===== src/rtl/osc_pkg.sv =====
// Shared types and defaults for the oscilloscope capture path.
package osc_pkg;

  localparam int unsigned DEPTH_DEF = 10000;
  localparam int unsigned AW_DEF    = 14;
  localparam int unsigned SAMPLE_W  = 8;

  typedef enum logic [2:0] {
    ST_IDLE,
    ST_PRETRIG,
    ST_ARMED,
    ST_POSTTRIG,
    ST_WAIT_PI
  } cap_state_e;

endpackage


===== src/rtl/trig_detect.sv =====
// Slope trigger on consecutive written samples, plus a held force request.
module trig_detect
  import osc_pkg::*;
(
  input  logic                clk,
  input  logic                rst_n,
  input  logic                clr,
  input  logic                load,
  input  logic                armed,
  input  logic                sample_valid,
  input  logic                force_trig,
  input  logic                rising,
  input  logic [SAMPLE_W-1:0] level,
  input  logic [SAMPLE_W-1:0] sample,
  output logic                fire
);

  logic [SAMPLE_W-1:0] prev_q, prev_d;
  logic                prev_valid_q, prev_valid_d;
  logic                pend_q, pend_d;
  logic                slope_hit;

  always_comb begin
    slope_hit = rising ? ((prev_q < level) && (sample >= level))
                       : ((prev_q > level) && (sample <= level));
    fire = armed && sample_valid && (pend_q || force_trig || (prev_valid_q && slope_hit));

    prev_d       = prev_q;
    prev_valid_d = prev_valid_q;
    if (clr) begin
      prev_valid_d = 1'b0;
    end else if (load) begin
      prev_d       = sample;
      prev_valid_d = 1'b1;
    end

    // A force request waits for the next sample; it is dropped once ARMED is left.
    pend_d = armed && !fire && (pend_q || force_trig);
  end

  always_ff @(posedge clk or negedge rst_n) begin
    if (!rst_n) begin
      prev_q       <= '0;
      prev_valid_q <= 1'b0;
      pend_q       <= 1'b0;
    end else begin
      prev_q       <= prev_d;
      prev_valid_q <= prev_valid_d;
      pend_q       <= pend_d;
    end
  end

endmodule


===== src/rtl/capture_ctrl.sv =====
// Circular-buffer capture sequencer: pre-trigger fill, trigger wait, post-trigger fill, Pi handoff.
module capture_ctrl
  import osc_pkg::*;
#(
  parameter int unsigned DEPTH = DEPTH_DEF,
  parameter int unsigned AW    = AW_DEF
) (
  input  logic                osc_clk,
  input  logic                reset,
  input  logic                arm,
  input  logic                force_trig,
  input  logic                trig_rising,
  input  logic [SAMPLE_W-1:0] trig_level,
  input  logic [AW-1:0]       pre_len,
  input  logic                sample_valid,
  input  logic [SAMPLE_W-1:0] sample,
  input  logic                pi_ack,
  output logic                wr_en,
  output logic [AW-1:0]       wr_addr,
  output logic [SAMPLE_W-1:0] wr_data,
  output logic                frame_ready,
  output logic [AW-1:0]       frame_start,
  output logic [AW-1:0]       trig_addr,
  output logic                busy
);

  localparam logic [AW-1:0] LAST    = AW'(DEPTH - 1);
  localparam logic [AW:0]   DEPTH_X = (AW + 1)'(DEPTH);

  cap_state_e          state_q, state_d;
  logic [AW-1:0]       ptr_q, ptr_d;
  logic [AW-1:0]       pre_cnt_q, pre_cnt_d;
  logic [AW-1:0]       post_cnt_q, post_cnt_d;
  logic [AW-1:0]       pre_len_q, pre_len_d;
  logic [AW-1:0]       trig_addr_q, trig_addr_d;
  logic [AW-1:0]       frame_start_q, frame_start_d;
  logic [AW-1:0]       wr_addr_q, wr_addr_d;
  logic [SAMPLE_W-1:0] wr_data_q, wr_data_d;
  logic                wr_en_q, wr_en_d;
  logic [AW-1:0]       pre_len_clamp;
  logic [AW:0]         start_diff;
  logic                capturing, do_write, restart, trig_hit, armed;

  assign armed = (state_q == ST_ARMED);

  trig_detect u_trig (
    .clk          (osc_clk),
    .rst_n        (reset),
    .clr          (restart),
    .load         (do_write),
    .armed        (armed),
    .sample_valid (sample_valid),
    .force_trig   (force_trig),
    .rising       (trig_rising),
    .level        (trig_level),
    .sample       (sample),
    .fire         (trig_hit)
  );

  always_comb begin
    state_d       = state_q;
    ptr_d         = ptr_q;
    pre_cnt_d     = pre_cnt_q;
    post_cnt_d    = post_cnt_q;
    pre_len_d     = pre_len_q;
    trig_addr_d   = trig_addr_q;
    frame_start_d = frame_start_q;
    wr_addr_d     = wr_addr_q;
    wr_data_d     = wr_data_q;
    wr_en_d       = 1'b0;
    restart       = 1'b0;

    pre_len_clamp = ({1'b0, pre_len} >= DEPTH_X) ? LAST : pre_len;
    // Extra bit keeps the borrow visible so the wrap adds DEPTH, not 2**AW.
    start_diff = {1'b0, ptr_q} - {1'b0, pre_len_q};
    if (start_diff[AW]) start_diff = start_diff + DEPTH_X;

    capturing = (state_q == ST_PRETRIG) || (state_q == ST_ARMED) || (state_q == ST_POSTTRIG);
    do_write  = capturing && sample_valid;

    if (do_write) begin
      wr_en_d   = 1'b1;
      wr_addr_d = ptr_q;
      wr_data_d = sample;
      ptr_d     = (ptr_q == LAST) ? '0 : ptr_q + AW'(1);
    end

    case (state_q)
      ST_IDLE: if (arm) restart = 1'b1;
      ST_PRETRIG: begin
        if (sample_valid) pre_cnt_d = pre_cnt_q + AW'(1);
        if (!arm)                          state_d = ST_IDLE;
        else if (pre_cnt_q == pre_len_q)   state_d = ST_ARMED;
      end
      ST_ARMED: begin
        if (!arm) begin
          state_d = ST_IDLE;
        end else if (trig_hit) begin
          trig_addr_d   = ptr_q;
          frame_start_d = start_diff[AW-1:0];
          post_cnt_d    = LAST - pre_len_q;
          state_d       = (pre_len_q == LAST) ? ST_WAIT_PI : ST_POSTTRIG;
        end
      end
      ST_POSTTRIG: begin
        if (sample_valid) begin
          post_cnt_d = post_cnt_q - AW'(1);
          if (post_cnt_q == AW'(1)) state_d = ST_WAIT_PI;
        end
      end
      ST_WAIT_PI: begin
        if (pi_ack) begin
          if (arm) restart = 1'b1;
          else     state_d = ST_IDLE;
        end
      end
      default: state_d = ST_IDLE;
    endcase

    if (restart) begin
      state_d   = ST_PRETRIG;
      ptr_d     = '0;
      pre_cnt_d = '0;
      pre_len_d = pre_len_clamp;
    end
  end

  always_ff @(posedge osc_clk or negedge reset) begin
    if (!reset) begin
      state_q       <= ST_IDLE;
      ptr_q         <= '0;
      pre_cnt_q     <= '0;
      post_cnt_q    <= '0;
      pre_len_q     <= '0;
      trig_addr_q   <= '0;
      frame_start_q <= '0;
      wr_addr_q     <= '0;
      wr_data_q     <= '0;
      wr_en_q       <= 1'b0;
    end else begin
      state_q       <= state_d;
      ptr_q         <= ptr_d;
      pre_cnt_q     <= pre_cnt_d;
      post_cnt_q    <= post_cnt_d;
      pre_len_q     <= pre_len_d;
      trig_addr_q   <= trig_addr_d;
      frame_start_q <= frame_start_d;
      wr_addr_q     <= wr_addr_d;
      wr_data_q     <= wr_data_d;
      wr_en_q       <= wr_en_d;
    end
  end

  assign wr_en       = wr_en_q;
  assign wr_addr     = wr_addr_q;
  assign wr_data     = wr_data_q;
  assign trig_addr   = trig_addr_q;
  assign frame_start = frame_start_q;
  assign frame_ready = (state_q == ST_WAIT_PI);
  assign busy        = (state_q != ST_IDLE);

endmodule


===== config.mk =====
export PLATFORM = sky130hd
export DESIGN_NAME = capture_ctrl
export DESIGN_NICKNAME = d
export VERILOG_FILES = /design/src/rtl/osc_pkg.sv /design/src/rtl/trig_detect.sv /design/src/rtl/capture_ctrl.sv
export SDC_FILE = /design/constraint.sdc
export NUM_CORES = 1
export LEC_CHECK = 0
export CAP_MARGIN = 30
export CORE_UTILIZATION = 34
export DETAILED_ROUTE_END_ITERATION = 8
export GPL_ROUTABILITY_DRIVEN = 0
export HOLD_SLACK_MARGIN = 0.08
export RECOVER_POWER = 100
export SLEW_MARGIN = 10
export SYNTH_ARGS = -nofsm -noshare
export SYNTH_HDL_FRONTEND = slang
export SYNTH_SLANG_ARGS = --single-unit

===== constraint.sdc =====
create_clock -name osc_clk -period 3.5 [get_ports osc_clk]
set_clock_uncertainty 0.1 [all_clocks]
set_input_delay 0.7 -clock osc_clk [delete_from_list [all_inputs] [get_ports osc_clk]]
set_output_delay 0.7 -clock osc_clk [all_outputs]
set_load 0.02 [all_outputs]

==> results.md <==
- Synthesized instance count: 771
- Slew headroom: 8.30%
- Worst-margin pin slew: 1.38 ns
- Initial antenna violation count: 0
- Slew Viols, Final: 0
- Fin nets: 956
- Die area: 0.0212 sq mm
- Post-synthesis xor/xnor area fraction: under 10%
- CTS tree: done
- Yosys reg bits: 120
- GRT Total Usage: 17.8%
- Mean Syn Cell Area: 9.07 sq um
- Critical Path AT: between 3 and 4 ns
- Pleak: 0.00418 uW
- Worst-path maximum fanout: 13
- 1st-iter DRT viols: 333
- RSZ-0062 raised after global routing: false
- Final min period: 3.31 ns
- Distinct cell type count after synthesis: a little under 80
- Sequential area share after synthesis: 42.9%
- Worst skew pair latency: 0.42 ns
- Final core occ: between 40% and 50%
- CP endpoint kind: flip-flop
- Largest net degree at the start of global routing: 75
- CTS Sinks: 120
- First-pass GRT wire length: ~30000 um
- Final setup fails: 0
- Synth async-reset ratio: 100%
- Post-Syn Nets: 845
- Mapped cell area: 0.00700 sq mm
- Share of layout cells above drive strength 1: under 10%
- Fin Setup TNS: 0 ns
- Max clock buf depth: 2
- IO Port Bufs: just under 90
- Worst-path cell chain: clkdlybuf4s50_1 -> inv_1 -> ha_1 -> nor2b_1 -> o211ai_1 -> a21o_1 -> a2111oi_1 -> buf_4 -> o31ai_2 -> o21ai_2 -> buf_4 -> a21oi_1 -> a21oi_1
- Synth Area in Simple Gates: around a fifth
- Via count: around 5900
- Largest family of logic cells by synthesized area: simple AND/OR/NAND/NOR gates
- Max_cap viols: 0
- Clock slew seen by the registers of the worst setup and hold paths: about 0.060 ns
- WL per Instance: 15.6 um
- Initial Util: approximately a third
- Post-CTS Hold Buffers: 0
- GRT Residual Overflow: 0
- Die Ht: 145 um
- PwrDens: 815 mW/mm^2
- Status: complete, no violations
- Compound-gate portion of the synthesized area: approximately 16%
- Peak supply drop: 0.000419 V
- Die W: between 100 and 150 um
- Antenna viol nets, final: 0
- CP peak stage delay: 0.47 ns
- N_diodes: 0
- CP Launch Type: primary input
- Final critical-path share of the clock period: 94.5%
- CP Data Required Time: between 3 and 4 ns
- Slowest-stage cell, CP: clkdlybuf4s50_1
- Final hold viol count: 0
- HPWL after detailed placement: 13500 um
- Vias per cell: approximately 5.1
- Adder-cell area share of the yosys netlist: 6.72%
- Max Freq: 0.302 GHz
- # fillers: approximately 2000
- Hold WC Path Type: reg2reg
- Top-level I/O count: 90
- Core footprint: between 0.02 and 0.025 sq mm
- H-tree depth: 4
- DRC Markers: 0
- Critical setup path kind: in2reg
- Num CTS Buffers: 17
- DRT Wirelength: 18100 um
- Synth-to-Final Area Change: 26.9%
- Vias in the first global route: 5864
- Mux cell area share after synthesis: 3.34%
- YS warnings: 0
- Iteration count of the initial detailed-routing pass: 5
- Post-synth EDFFs: 0
- Clock root buffer: clkbuf_16
- Core Rows: 52
- Top FF cell, synth: dfrtp_1
Yosys cell counts, types with 3 or more instances:
cell type  count  area, sq um
dfrtp_1      120         3000
or3_1          3         18.8
a31oi_1        8         50.1
xor2_1        26          228
ha_1          36          450
o22ai_1        6         37.5
o211ai_1       4         30.0
and2_1         3         18.8
nand4_1       15         93.8
and3_1        15         93.8
buf_2          8         40.0
nand2b_1       7         43.8
nand3_1       23          115
nand2_1      130          488
nor2_1        60          225
o21a_1         3         22.5
o31a_1         3         26.3
nor4_1        10         62.6
clkbuf_1      15         56.3
buf_1          4         15.0
xnor2_1       25          219
o21ai_0       51          255
mux2_2        11          124
nor2b_1        7         43.8
nor3_1        12         60.1
nand3b_1       5         37.5
inv_1         34          128
mux2_1         8         90.1
a22o_1         4         35.0
a21oi_1       48          240
o31ai_1        6         45.0
a21o_1         5         37.5
worst max-delay path, delay by kind of cell:
family / cells / cell delay (ns)
adder cells (fa/ha/maj): 1 / 0.28
AND/OR/NAND/NOR: 1 / 0.14
AO/OA/AOI/OAI: 7 / 1.43
buffers and inverters: 4 / 1.00
what timing repair did:
item	4_1_cts	5_1_grt
resized for setup	0	1
setup buffers	0	0
endpoints found under the setup margin	0	3
per-layer routing:
metal	vias up	GRT usage [%]	wire length, um
met4	0	4.84	227
met1	2838	23.7	8660
met5	-	0	0
li1	2954	-	-
met3	19	4.42	822
met2	125	28.8	8420
where the power goes:
part           total [uW]  switching, uW  internal, uW
clock                1640            643           992
sequential           2180            380          1800
combinational        3420           1970          1450
total                7240           2990          4240
placed cells by master, fill, tap and decap left out, types with 8 or more instances in the layout:
cell type / Yosys / final
nand2_1: 130 / 130
dfrtp_1: 120 / 120
nor2_1: 60 / 60
dlygate4sd3_1: 0 / 55
o21ai_0: 51 / 51
a21oi_1: 48 / 48
ha_1: 36 / 36
inv_1: 34 / 34
clkdlybuf4s50_1: 0 / 33
xor2_1: 26 / 26
xnor2_1: 25 / 25
buf_4: 2 / 24
nand3_1: 23 / 23
clkbuf_16: 0 / 17
nand4_1: 15 / 15
and3_1: 15 / 15
nor3_1: 12 / 12
mux2_2: 11 / 11
nor4_1: 10 / 10
clkbuf_1: 15 / 10
a31oi_1: 8 / 8
mux2_1: 8 / 8
layout make-up:
type | count | area, sq um | area share, %
clock buffer | 21 | 450 | 5.07
clock inverter | 11 | 101 | 1.14
inverter | 34 | 128 | 1.44
sequential | 120 | 3000 | 33.8
tap | 270 | 338 | 3.80
timing repair buffer | 122 | 1120 | 12.6
multi-input combinational | 587 | 3740 | 42.1
flip-flops by register name, indices dropped and copies added (netlist names):
name                 cells
frame_start             14
post_cnt_q              14
pre_cnt_q               14
pre_len_q               14
ptr_q                   14
state_q                  3
trig_addr               14
u_trig.pend_q            1
u_trig.prev_q            8
u_trig.prev_valid_q      1
wr_addr                 14
wr_data                  8
wr_en                    1
worst paths after layout:
check	start	endpoint	slack, ns	cells after the start
max	trig_level[1]	post_cnt_q[4]	0.19	13
min	wr_addr[12]	wr_addr[12]	0.37	2
max reg2reg	ptr_q[0]	frame_start[13]	0.20	12
min reg2reg	wr_addr[12]	wr_addr[12]	0.37	2
max in group asynchronous	reset	pre_cnt_q[13]	0.97	2
min in group asynchronous	reset	wr_data[4]	0.49	1
cell families after synthesis:
family	Yosys count
buffers and inverters	64
DFF	120
and+or+nand+nor	303
xor gates and xnor gates	51
AOI/OAI and AO/OA	175
muxes	21
adders and majority gates	37
per-stage QoR:
step	area, sq um	worst slack [ns]	power [uW]	hold slack, ns	cells
2_1_floorplan	7000	0.445	4510	0.304	771
3_3_place_gp	8360	-0.0504	5660	0.361	1133
3_5_place_dp	8360	-0.209	5690	0.364	1133
4_1_cts	8910	0.131	7370	0.0805	1165
5_1_grt	8880	0.0113	7790	0.402	1165
6_report	8880	0.194	7240	0.369	1165
Power figures use the tool's default switching activity.
